==> src/rtl/song_sequencer_if.sv <==
// Bus between the song sequencer, its note ROM and the player controls.
// The sequencer owns rom_addr and the audio/status outputs; the environment owns the rest.
interface song_sequencer_if #(
  parameter int ADDR_W = 5
);
  logic              start;
  logic              stop;
  logic              pause;
  logic              loop_en;
  logic [ADDR_W-1:0] rom_addr;
  logic [7:0]        rom_data;
  logic              speaker_out;
  logic              busy;
  logic [ADDR_W-1:0] note_idx;
  logic              done;
  logic [2:0]        state_dbg;

  // No valid/ready pair: start/stop are single-cycle pulses, pause/loop_en are levels,
  // and rom_data must hold the word at rom_addr exactly one cycle after rom_addr changes.
  modport master (
    output start, stop, pause, loop_en, rom_data,
    input  rom_addr, speaker_out, busy, note_idx, done, state_dbg
  );

  modport slave (
    input  start, stop, pause, loop_en, rom_data,
    output rom_addr, speaker_out, busy, note_idx, done, state_dbg
  );
endinterface

==> src/rtl/song_sequencer.sv <==
// Table-driven melody player: fetches pitch/length words from a note ROM,
// generates the square-wave tone, holds it for N tempo ticks and inserts a silent gap.
module song_sequencer #(
  parameter int TICK_DIV = 3000000,
  parameter int GAP_CYC  = 240000,
  parameter int ADDR_W   = 5,
  parameter int SONG_MAX = 32
) (
  input  logic            clk,
  input  logic            rst,
  song_sequencer_if.slave bus
);

  localparam int PRESC_W = (TICK_DIV > 1) ? $clog2(TICK_DIV) : 1;
  localparam int GAP_W   = (GAP_CYC > 1) ? $clog2(GAP_CYC) : 1;
  localparam logic [PRESC_W-1:0] PRESC_LAST = PRESC_W'(TICK_DIV - 1);
  localparam logic [GAP_W-1:0]   GAP_LAST   = GAP_W'((GAP_CYC > 0) ? GAP_CYC - 1 : 0);
  // One extra address bit so SONG_MAX == 2**ADDR_W is still reachable.
  localparam logic [ADDR_W:0]    ADDR_END   = (ADDR_W + 1)'(SONG_MAX);

  typedef enum logic [2:0] {
    S_IDLE  = 3'd0,
    S_FETCH = 3'd1,
    S_LOAD  = 3'd2,
    S_PLAY  = 3'd3,
    S_GAP   = 3'd4,
    S_DONE  = 3'd5
  } state_t;

  state_t             state_q;
  logic [ADDR_W:0]    addr_q;
  logic [ADDR_W-1:0]  note_idx_q;
  logic [3:0]         ticks_q;
  logic [PRESC_W-1:0] presc_q;
  logic [14:0]        tone_q;
  logic [14:0]        half_q;
  logic [GAP_W-1:0]   gap_q;
  logic               phase_q;
  logic               spk_q;
  logic               busy_q;
  logic               done_q;

  // Half-period in clk cycles at 12 MHz; zero marks a rest.
  function automatic logic [14:0] half_period(input logic [3:0] pitch);
    case (pitch)
      4'd1:    return 15'd22989;
      4'd2:    return 15'd20478;
      4'd3:    return 15'd18237;
      4'd4:    return 15'd17192;
      4'd5:    return 15'd15345;
      4'd6:    return 15'd13636;
      4'd7:    return 15'd12876;
      4'd8:    return 15'd11472;
      default: return 15'd0;
    endcase
  endfunction

  always_ff @(posedge clk) begin
    if (rst) begin
      state_q    <= S_IDLE;
      addr_q     <= '0;
      note_idx_q <= '0;
      ticks_q    <= '0;
      presc_q    <= '0;
      tone_q     <= '0;
      half_q     <= '0;
      gap_q      <= '0;
      phase_q    <= 1'b0;
      spk_q      <= 1'b0;
      busy_q     <= 1'b0;
      done_q     <= 1'b0;
    end else begin
      done_q <= 1'b0;
      if (bus.stop && state_q != S_IDLE) begin
        state_q <= S_IDLE;
        spk_q   <= 1'b0;
        busy_q  <= 1'b0;
      end else begin
        unique case (state_q)
          S_IDLE: begin
            spk_q <= 1'b0;
            if (bus.start && !bus.stop) begin
              addr_q  <= '0;
              busy_q  <= 1'b1;
              state_q <= S_FETCH;
            end
          end
          S_FETCH: state_q <= S_LOAD;
          S_LOAD: begin
            if (bus.rom_data[3:0] == 4'd0 || addr_q == ADDR_END) begin
              if (bus.loop_en) begin
                addr_q  <= '0;
                state_q <= S_FETCH;
              end else begin
                done_q  <= 1'b1;
                state_q <= S_DONE;
              end
            end else begin
              note_idx_q <= addr_q[ADDR_W-1:0];
              ticks_q    <= bus.rom_data[3:0];
              half_q     <= half_period(bus.rom_data[7:4]);
              tone_q     <= half_period(bus.rom_data[7:4]);
              presc_q    <= '0;
              phase_q    <= 1'b0;
              spk_q      <= 1'b0;
              state_q    <= S_PLAY;
            end
          end
          S_PLAY: begin
            // phase_q keeps the tone phase across a pause; spk_q is the gated copy.
            if (bus.pause) begin
              spk_q <= 1'b0;
            end else begin
              if (half_q != 15'd0 && tone_q == 15'd1) begin
                tone_q  <= half_q;
                phase_q <= ~phase_q;
                spk_q   <= ~phase_q;
              end else begin
                if (half_q != 15'd0) tone_q <= tone_q - 15'd1;
                spk_q <= phase_q;
              end
              if (presc_q == PRESC_LAST) begin
                presc_q <= '0;
                ticks_q <= ticks_q - 4'd1;
                if (ticks_q == 4'd1) begin
                  spk_q   <= 1'b0;
                  addr_q  <= addr_q + 1'b1;
                  gap_q   <= '0;
                  state_q <= (GAP_CYC == 0) ? S_FETCH : S_GAP;
                end
              end else begin
                presc_q <= presc_q + 1'b1;
              end
            end
          end
          S_GAP: begin
            spk_q <= 1'b0;
            if (!bus.pause) begin
              if (gap_q == GAP_LAST) state_q <= S_FETCH;
              else gap_q <= gap_q + 1'b1;
            end
          end
          S_DONE: begin
            busy_q  <= 1'b0;
            state_q <= S_IDLE;
          end
          default: state_q <= S_IDLE;
        endcase
      end
    end
  end

  assign bus.rom_addr    = addr_q[ADDR_W-1:0];
  assign bus.speaker_out = spk_q;
  assign bus.busy        = busy_q;
  assign bus.note_idx    = note_idx_q;
  assign bus.done        = done_q;
  assign bus.state_dbg   = state_q;

endmodule
==> src/flat_wrapper.sv <==
// flat-port wrapper written by rule: the top's interface ports become plain ports
module song_sequencer_flat 
#(
  parameter int TICK_DIV = 3000000,
  parameter int GAP_CYC  = 240000,
  parameter int ADDR_W   = 5,
  parameter int SONG_MAX = 32
)
  (clk, rst, bus_start, bus_stop, bus_pause, bus_loop_en, bus_rom_data, bus_rom_addr, bus_speaker_out, bus_busy, bus_note_idx, bus_done, bus_state_dbg);
  song_sequencer_if #(.ADDR_W(ADDR_W)) bus_i ();
  input  logic clk;
  input  logic rst;
  input wire logic [$bits(bus_i.start)-1:0] bus_start;
  input wire logic [$bits(bus_i.stop)-1:0] bus_stop;
  input wire logic [$bits(bus_i.pause)-1:0] bus_pause;
  input wire logic [$bits(bus_i.loop_en)-1:0] bus_loop_en;
  input wire logic [$bits(bus_i.rom_data)-1:0] bus_rom_data;
  output wire logic [$bits(bus_i.rom_addr)-1:0] bus_rom_addr;
  output wire logic [$bits(bus_i.speaker_out)-1:0] bus_speaker_out;
  output wire logic [$bits(bus_i.busy)-1:0] bus_busy;
  output wire logic [$bits(bus_i.note_idx)-1:0] bus_note_idx;
  output wire logic [$bits(bus_i.done)-1:0] bus_done;
  output wire logic [$bits(bus_i.state_dbg)-1:0] bus_state_dbg;
  assign bus_i.start = bus_start;
  assign bus_i.stop = bus_stop;
  assign bus_i.pause = bus_pause;
  assign bus_i.loop_en = bus_loop_en;
  assign bus_i.rom_data = bus_rom_data;
  assign bus_rom_addr = bus_i.rom_addr;
  assign bus_speaker_out = bus_i.speaker_out;
  assign bus_busy = bus_i.busy;
  assign bus_note_idx = bus_i.note_idx;
  assign bus_done = bus_i.done;
  assign bus_state_dbg = bus_i.state_dbg;
  song_sequencer #(.TICK_DIV(TICK_DIV), .GAP_CYC(GAP_CYC), .ADDR_W(ADDR_W), .SONG_MAX(SONG_MAX)) u_core (.clk(clk), .rst(rst), .bus(bus_i));
endmodule
==> config.mk <==
export PLATFORM = sky130hd
export DESIGN_NAME = song_sequencer_flat
export DESIGN_NICKNAME = d
export VERILOG_FILES = /design/src/rtl/song_sequencer_if.sv /design/src/rtl/song_sequencer.sv /design/src/flat_wrapper.sv
export SDC_FILE = /design/constraint.sdc
export NUM_CORES = 1
export LEC_CHECK = 0
export BUFFER_PORTS_ARGS = -buffer_cell sky130_fd_sc_hd__buf_2
export CAP_MARGIN = 20
export CORE_UTILIZATION = 30
export CTS_BUF_LIST = sky130_fd_sc_hd__clkbuf_4 sky130_fd_sc_hd__clkbuf_8
export CTS_CLUSTER_DIAMETER = 30
export DETAILED_ROUTE_END_ITERATION = 6
export MAX_ROUTING_LAYER = met4
export PLACE_DENSITY_LB_ADDON = 0.1
export SKIP_LAST_GASP = 1
export SYNTH_ARGS = -nofsm -noshare
export SYNTH_HDL_FRONTEND = slang
export SYNTH_SLANG_ARGS = --single-unit
==> constraint.sdc <==
create_clock -name clk -period 3.7 [get_ports clk]
set_input_delay 1.11 -clock clk [delete_from_list [all_inputs] [get_ports clk]]
set_output_delay 1.11 -clock clk [all_outputs]
set_load 0.02 [all_outputs]
After elaboration in Yosys (flattened, before gate mapping)

Memories as Yosys holds them, arrays and structs flattened. A register that Yosys moved wholly into a read port is not among the register bits.
Index checks and enable logic that the tools add are counted.

Register bits: 77
Bits in latches: 0
Memory bits (writable): 0
Memory bits (read-only): 480
Bits of input ports: 14
Output and inout port bits: 16
Logic and storage cells: 115
Memories: 2

$add $sub $neg: 5
Multipliers: 0
Div/mod/pow operators: 0
Magnitude comparators: 0
Eq/ne operators: 21
Shift operators: 0
Multiplexer cells: 46
Bitwise gates (word level): 4
Reduce and logical (&&, ||, !) cells: 26

Memory list:

| memory          | depth | width | rd ports | clocked after Yosys merged registers in | write ports | line                 | source |
|---|---|---|---|---|---|---|---|
| (no name shown) | 16    | 15    | 1        | 1                                       | 0           | song_sequencer.sv:45 | `case (pitch)` |
| (no name shown) | 16    | 15    | 1        | 0                                       | 0           | song_sequencer.sv:45 |  |

Operators with widths:

| cell                                                   | number |
|---|---|
| two-way mux 18 bit                                     | 5 |
| two-way mux 22 bit                                     | 3 |
| two-way mux 15 bit                                     | 4 |
| one-hot mux 22 bit (2 select lines)                    | 1 |
| two-way mux 6 bit                                      | 6 |
| one-hot mux 18 bit (2 select lines)                    | 1 |
| one-hot mux 15 bit (2 select lines)                    | 1 |
| two-way mux 3 bit                                      | 8 |
| adder 22 x 1 -> 22 bit (second input constant)         | 1 |
| equality test 22 bit (second input constant)           | 1 |
| adder 18 x 1 -> 18 bit (second input constant)         | 1 |
| equality test 18 bit (second input constant)           | 1 |
| one-hot mux 6 bit (3 select lines)                     | 1 |
| equality test 15 x 1 -> 1 bit (second input constant)  | 1 |
| one-hot mux 3 bit (5 select lines)                     | 1 |
| nonzero test 15 bit                                    | 1 |
| subtractor 15 x 1 -> 15 bit (second input constant)    | 1 |
| two-way mux 4 bit                                      | 3 |
| inequality test 2 x 1 -> 1 bit (second input constant) | 5 |
| inequality test 2 bit (second input constant)          | 5 |
| AND reduction 5 bit                                    | 2 |
| nonzero test 3 bit                                     | 3 |
| two-way mux 1 bit                                      | 8 |
| one-hot mux 4 bit (2 select lines)                     | 1 |
| 25 further kinds                                       | 37 |

Depth between registers and ports, before layout

Depth in word-level cells: 7
Gate-level depth with buffers: 10
Gate-level depth less buffers: 8

Worst setup path after synthesis

No wires, ideal clock.

Path type: input to register
Start point: input port bus_rom_data[1]
End point: register u_core.state_q[2], in the netlist u_core.bus.state_dbg[2]
Library setup time: 70 ps
Data arrival time: 2656 ps
Required time: 3630 ps
Path slack: 974 ps
Stages: 6
Path buffers: 0
Path through: or4_1 o21ai_1 nor2b_1 nor2_1 or4b_1 a21oi_1

Word-level cells in the longest chain between the ends: 4

Ends and longest elaborated chain:

| what                               | line                  | source |
|---|---|---|
| from (decl)                        | flat_wrapper.sv:17    | `input wire logic [$bits(bus_i.rom_data)-1:0] bus_rom_data;` |
| logical NOT 4 bit                  | song_sequencer.sv:90  | `if (bus.rom_data[3:0] == 4'd0 \|\| addr_q == ADDR_END) begin` |
| logical OR 1 bit                   | song_sequencer.sv:90  |  |
| two-way mux 3 bit                  | song_sequencer.sv:90  |  |
| one-hot mux 3 bit (5 select lines) | song_sequencer.sv:79  | `unique case (state_q)` |
| to (signal assigned)               | song_sequencer.sv:129 | `state_q <= (GAP_CYC == 0) ? S_FETCH : S_GAP;` |
| to (decl)                          | song_sequencer.sv:30  | `state_t state_q;` |

No other way between the ends.
A chain may end at the register's enable or synchronous reset.

Worst setup path after layout

Start point: input port bus_rom_data[1]
End point: register u_core.presc_q[3]

Word-level cells in the longest chain between the ends: 4

Ends and longest elaborated chain:

| what                                   | line                  | source |
|---|---|---|
| logical NOT 4 bit                      | song_sequencer.sv:90  |  |
| logical OR 1 bit                       | song_sequencer.sv:90  |  |
| inequality test 2 bit (no source line) | -                     |  |
| AND reduction 4 bit (no source line)   | -                     |  |
| to (signal assigned)                   | song_sequencer.sv:132 | `presc_q <= presc_q + 1'b1;` |
| to (decl)                              | song_sequencer.sv:34  | `logic [PRESC_W-1:0] presc_q;` |

No other way between the ends.

==> metrics.md <==
| Metric | Value |
|---|---|
| Total GRT Usage | `16.6%` |
| Routability cong. | `0.781` |
| Async set or reset register ratio after synthesis | `0%` |
| Final instance area | `5760 µm²` |
| Worst-Skew Late Latency | `380 ps` |
| Multi-input gate area | `3150 µm²` |
| Most common cell after layout, fill and taps aside | `dfxtp_1` |
| Gates resized, CTS repair | `0` |
| Global-route wire length before repair | `23.0 mm` |
| Status | `complete, no violations` |
| Pin count of the biggest net entering global routing | `37` |
| Met3 Track Usage GR | `2.04%` |
| Synth unique cells | `64` |
| GR Layer Usage met2 | `26.4%` |
| Worst R2R Start | `u_core.bus.state_dbg[0]` |
| Via density | `5.30` |
| Kind of critical path | `primary input to flop` |
| CP Launch Type | `primary input` |
| Initial antenna violation count | `0` |
| Slew HR | `48.0%` |
| F_max | `0.362 GHz` |
| Leading cell types in the layout, fill and taps excluded | `dfxtp_1, nand2_1, nor2_1` |
| Max_cap viols | `0` |
| CTS sink cnt | `91` |
| Top Usage Layer GRT | `met2` |
| Mapped Nets | `697` |
| Final wirelength | `14.1 mm` |
| Worst Path Arrival | `3060 ps` |
| Post-Syn Area | `5240 µm²` |
| Ant diodes | `0` |
| Hold/Removal Path Class | `flop to flop` |
| Sequential element share of the synthesized area | `34.7%` |
| R2R depth | `6` |
| Met1 GRT Util | `21.7%` |
| Post-route minimum period | `2760 ps` |
| IO Port Bufs | `29` |
| Fin. Hold Viols | `0` |
| Htree depth | `3` |
| Fill cells | `1824` |
| DRT antenna net count | `0` |
| Final Core Density | `34.2%` |
| Initial DRC count | `335` |
| Placed Area | `5550 µm²` |
| Peak supply drop | `0.000163 V` |
| Row count | `47` |
| Initial Util | `31.2%` |
| Hold path endpoint | `u_core.bus.note_idx[3]` |
| Synthesized instance count | `670` |
| Area grow syn2layout | `9.86%` |
| EDFF count, synth | `0` |
| Worst hold start | `u_core.bus.note_idx[3]` |
| TritonCTS buffer count | `9` |
| Fin nets | `705` |
| RSZ-0062 raised after global routing | `no` |
| Vias in the first global route | `4368` |
| Root Buffer | `clkbuf_8` |
| Slew @ Worst Pin | `781 ps` |
| CTS max path bufs | `2` |
| Setup tns final | `0 ps` |
| Flops & latches, synth | `91` |
| FF+latch area | `1820 µm²` |
| Clk_skew | `22.5 ps` |
| TritonCTS clock tree | `built` |
| Mean Syn Cell Area | `7.82 µm²` |
| Postcts setup bufs | `0` |
| Req. time, crit path | `4000 ps` |
| Worst hold path depth | `2` |
| # IOs | `30` |
| Core area | `16800 µm²` |
| Primary FF master, synth | `dfxtp_1` |
| Post-DR wirelength/cell | `15.6 µm` |
| Crit Path Max Fanout | `20` |
| CP endpoint kind | `flop` |
| Clock-pin slew on the worst setup and hold paths | `90 ps` |
| GR Overflow Total | `0` |
| Synth warn | `0` |
| Post-DP HPWL | `10.1 mm` |
| Total Power | `0.00302 W` |
| Drt drc | `0` |
| First-pass DRT Iterations | `7` |
| FF-to-FF setup slack | `1070 ps` |
| Die height | `134 µm` |
| Lkg Pwr | `1.99 nW` |
| Hold Buf Count CTS | `0` |
| Pwr Density | `525 nW/µm²` |
| Fin. max-slew vios | `0` |
| Final Cycle Share | `74.6%` |
| Layout cell share with drive strength beyond 1 | `11.4%` |
| DIE WIDTH | `134 µm` |
| Die ar. | `18000 µm²` |
| Final setup vio count | `0` |
| Vias | `4786` |
| FF-to-FF End | `u_core.gap_q[11]` |
## worst max-delay path by stage
stage | start | end | slack, ps | cells after the start
after floorplan | bus_rom_data[1] | u_core.bus.state_dbg[2] | 970 | 6
after global placement | bus_rom_data[1] | u_core.presc_q[3] | 550 | 8
after detailed placement | bus_rom_data[1] | u_core.presc_q[3] | 550 | 8
after CTS | bus_rom_data[1] | u_core.presc_q[3] | 930 | 8
after global routing | bus_rom_data[1] | u_core.presc_q[18] | 790 | 8
final | bus_rom_data[1] | u_core.presc_q[3] | 940 | 8
## routing by layer
layer  share of wire (%)  vias up
li1                    -     2434
met5                   0        -
met1                  50     2267
met3                 2.3       15
met2                  46       70
met4                 1.6        0
## through the flow
stage	setup WS (ps)	hold slack, ps	std cells
after floorplan	974	425	670
after global placement	554	448	887
after CTS	933	463	903
final	940	462	903
after global routing	789	481	903
after detailed placement	550	449	887
## critical path: stages
cell and delay, ps:
buf_2 100, or4_1 620, o221ai_1 320, nor2_1 220
nand2_1 240, nand2_1 80, buf_4 230, nor2_1 130
## layout make-up
class | count | area share, %
Clock buffer | 11 | 2.52
Clock inverter | 5 | 1.04
Multi-Input combinational cell | 516 | 54.7
Tap cell | 220 | 4.78
Inverter | 19 | 1.24
Sequential cell | 91 | 31.6
Timing Repair Buffer | 41 | 4.08
## registers in the layout (all words and copies together) (netlist names)
| register | flops |
|---|---|
| u_core.bus.speaker_out | 1 |
| u_core.half_q | 14 |
| u_core.bus.state_dbg | 3 |
| u_core.bus.note_idx | 5 |
| u_core.addr_q | 6 |
| u_core.bus.done | 1 |
| u_core.presc_q | 22 |
| u_core.gap_q | 18 |
| u_core.ticks_q | 4 |
| u_core.tone_q | 15 |
| u_core.bus.busy | 1 |
| u_core.phase_q | 1 |
## synth_stat cells (9+ instances only)
| library cell | count | share of area [%] |
|---|---|---|
| dfxtp_1 | 91 | 35 |
| nor3b_1 | 10 | 1.4 |
| nor2_1 | 70 | 5.0 |
| xnor2_1 | 23 | 3.8 |
| or4_1 | 16 | 2.3 |
| o21ai_0 | 33 | 3.2 |
| ha_1 | 13 | 3.1 |
| a21oi_1 | 57 | 5.4 |
| and3_1 | 10 | 1.2 |
| a31oi_1 | 13 | 1.6 |
| clkbuf_1 | 27 | 1.9 |
| nor4_1 | 12 | 1.4 |
| or3_1 | 11 | 1.3 |
| nand2_1 | 83 | 5.9 |
| nand3_1 | 25 | 2.4 |
| xor2_1 | 9 | 1.5 |
| o31ai_1 | 13 | 1.9 |
| inv_1 | 19 | 1.4 |
| nor3_1 | 19 | 1.8 |
## cells by family (layout without fill, tap and decap cells)
logic type               Yosys count  in the layout  synth area share [%]
flip-flops                        91             91                  34.7
XOR/XNOR                          32             32                  5.35
AND/OR/NAND/NOR                  307            307                  31.6
multiplexers                       6              6                  1.34
buffers and inverters             63             76                  5.35
AO/OA/AOI/OAI                    158            158                  18.5
adder cells (fa/ha/maj)           13             13                  3.10
## where the power goes
part	total, W	internal [W]	switching, W
combinational	0.00110	0.000445	0.000654
clock	0.000727	0.000343	0.000384
sequential	0.00120	0.00106	0.000135
total	0.00302	0.00185	0.00117
No activity file was read; power rests on OpenSTA's default activity.
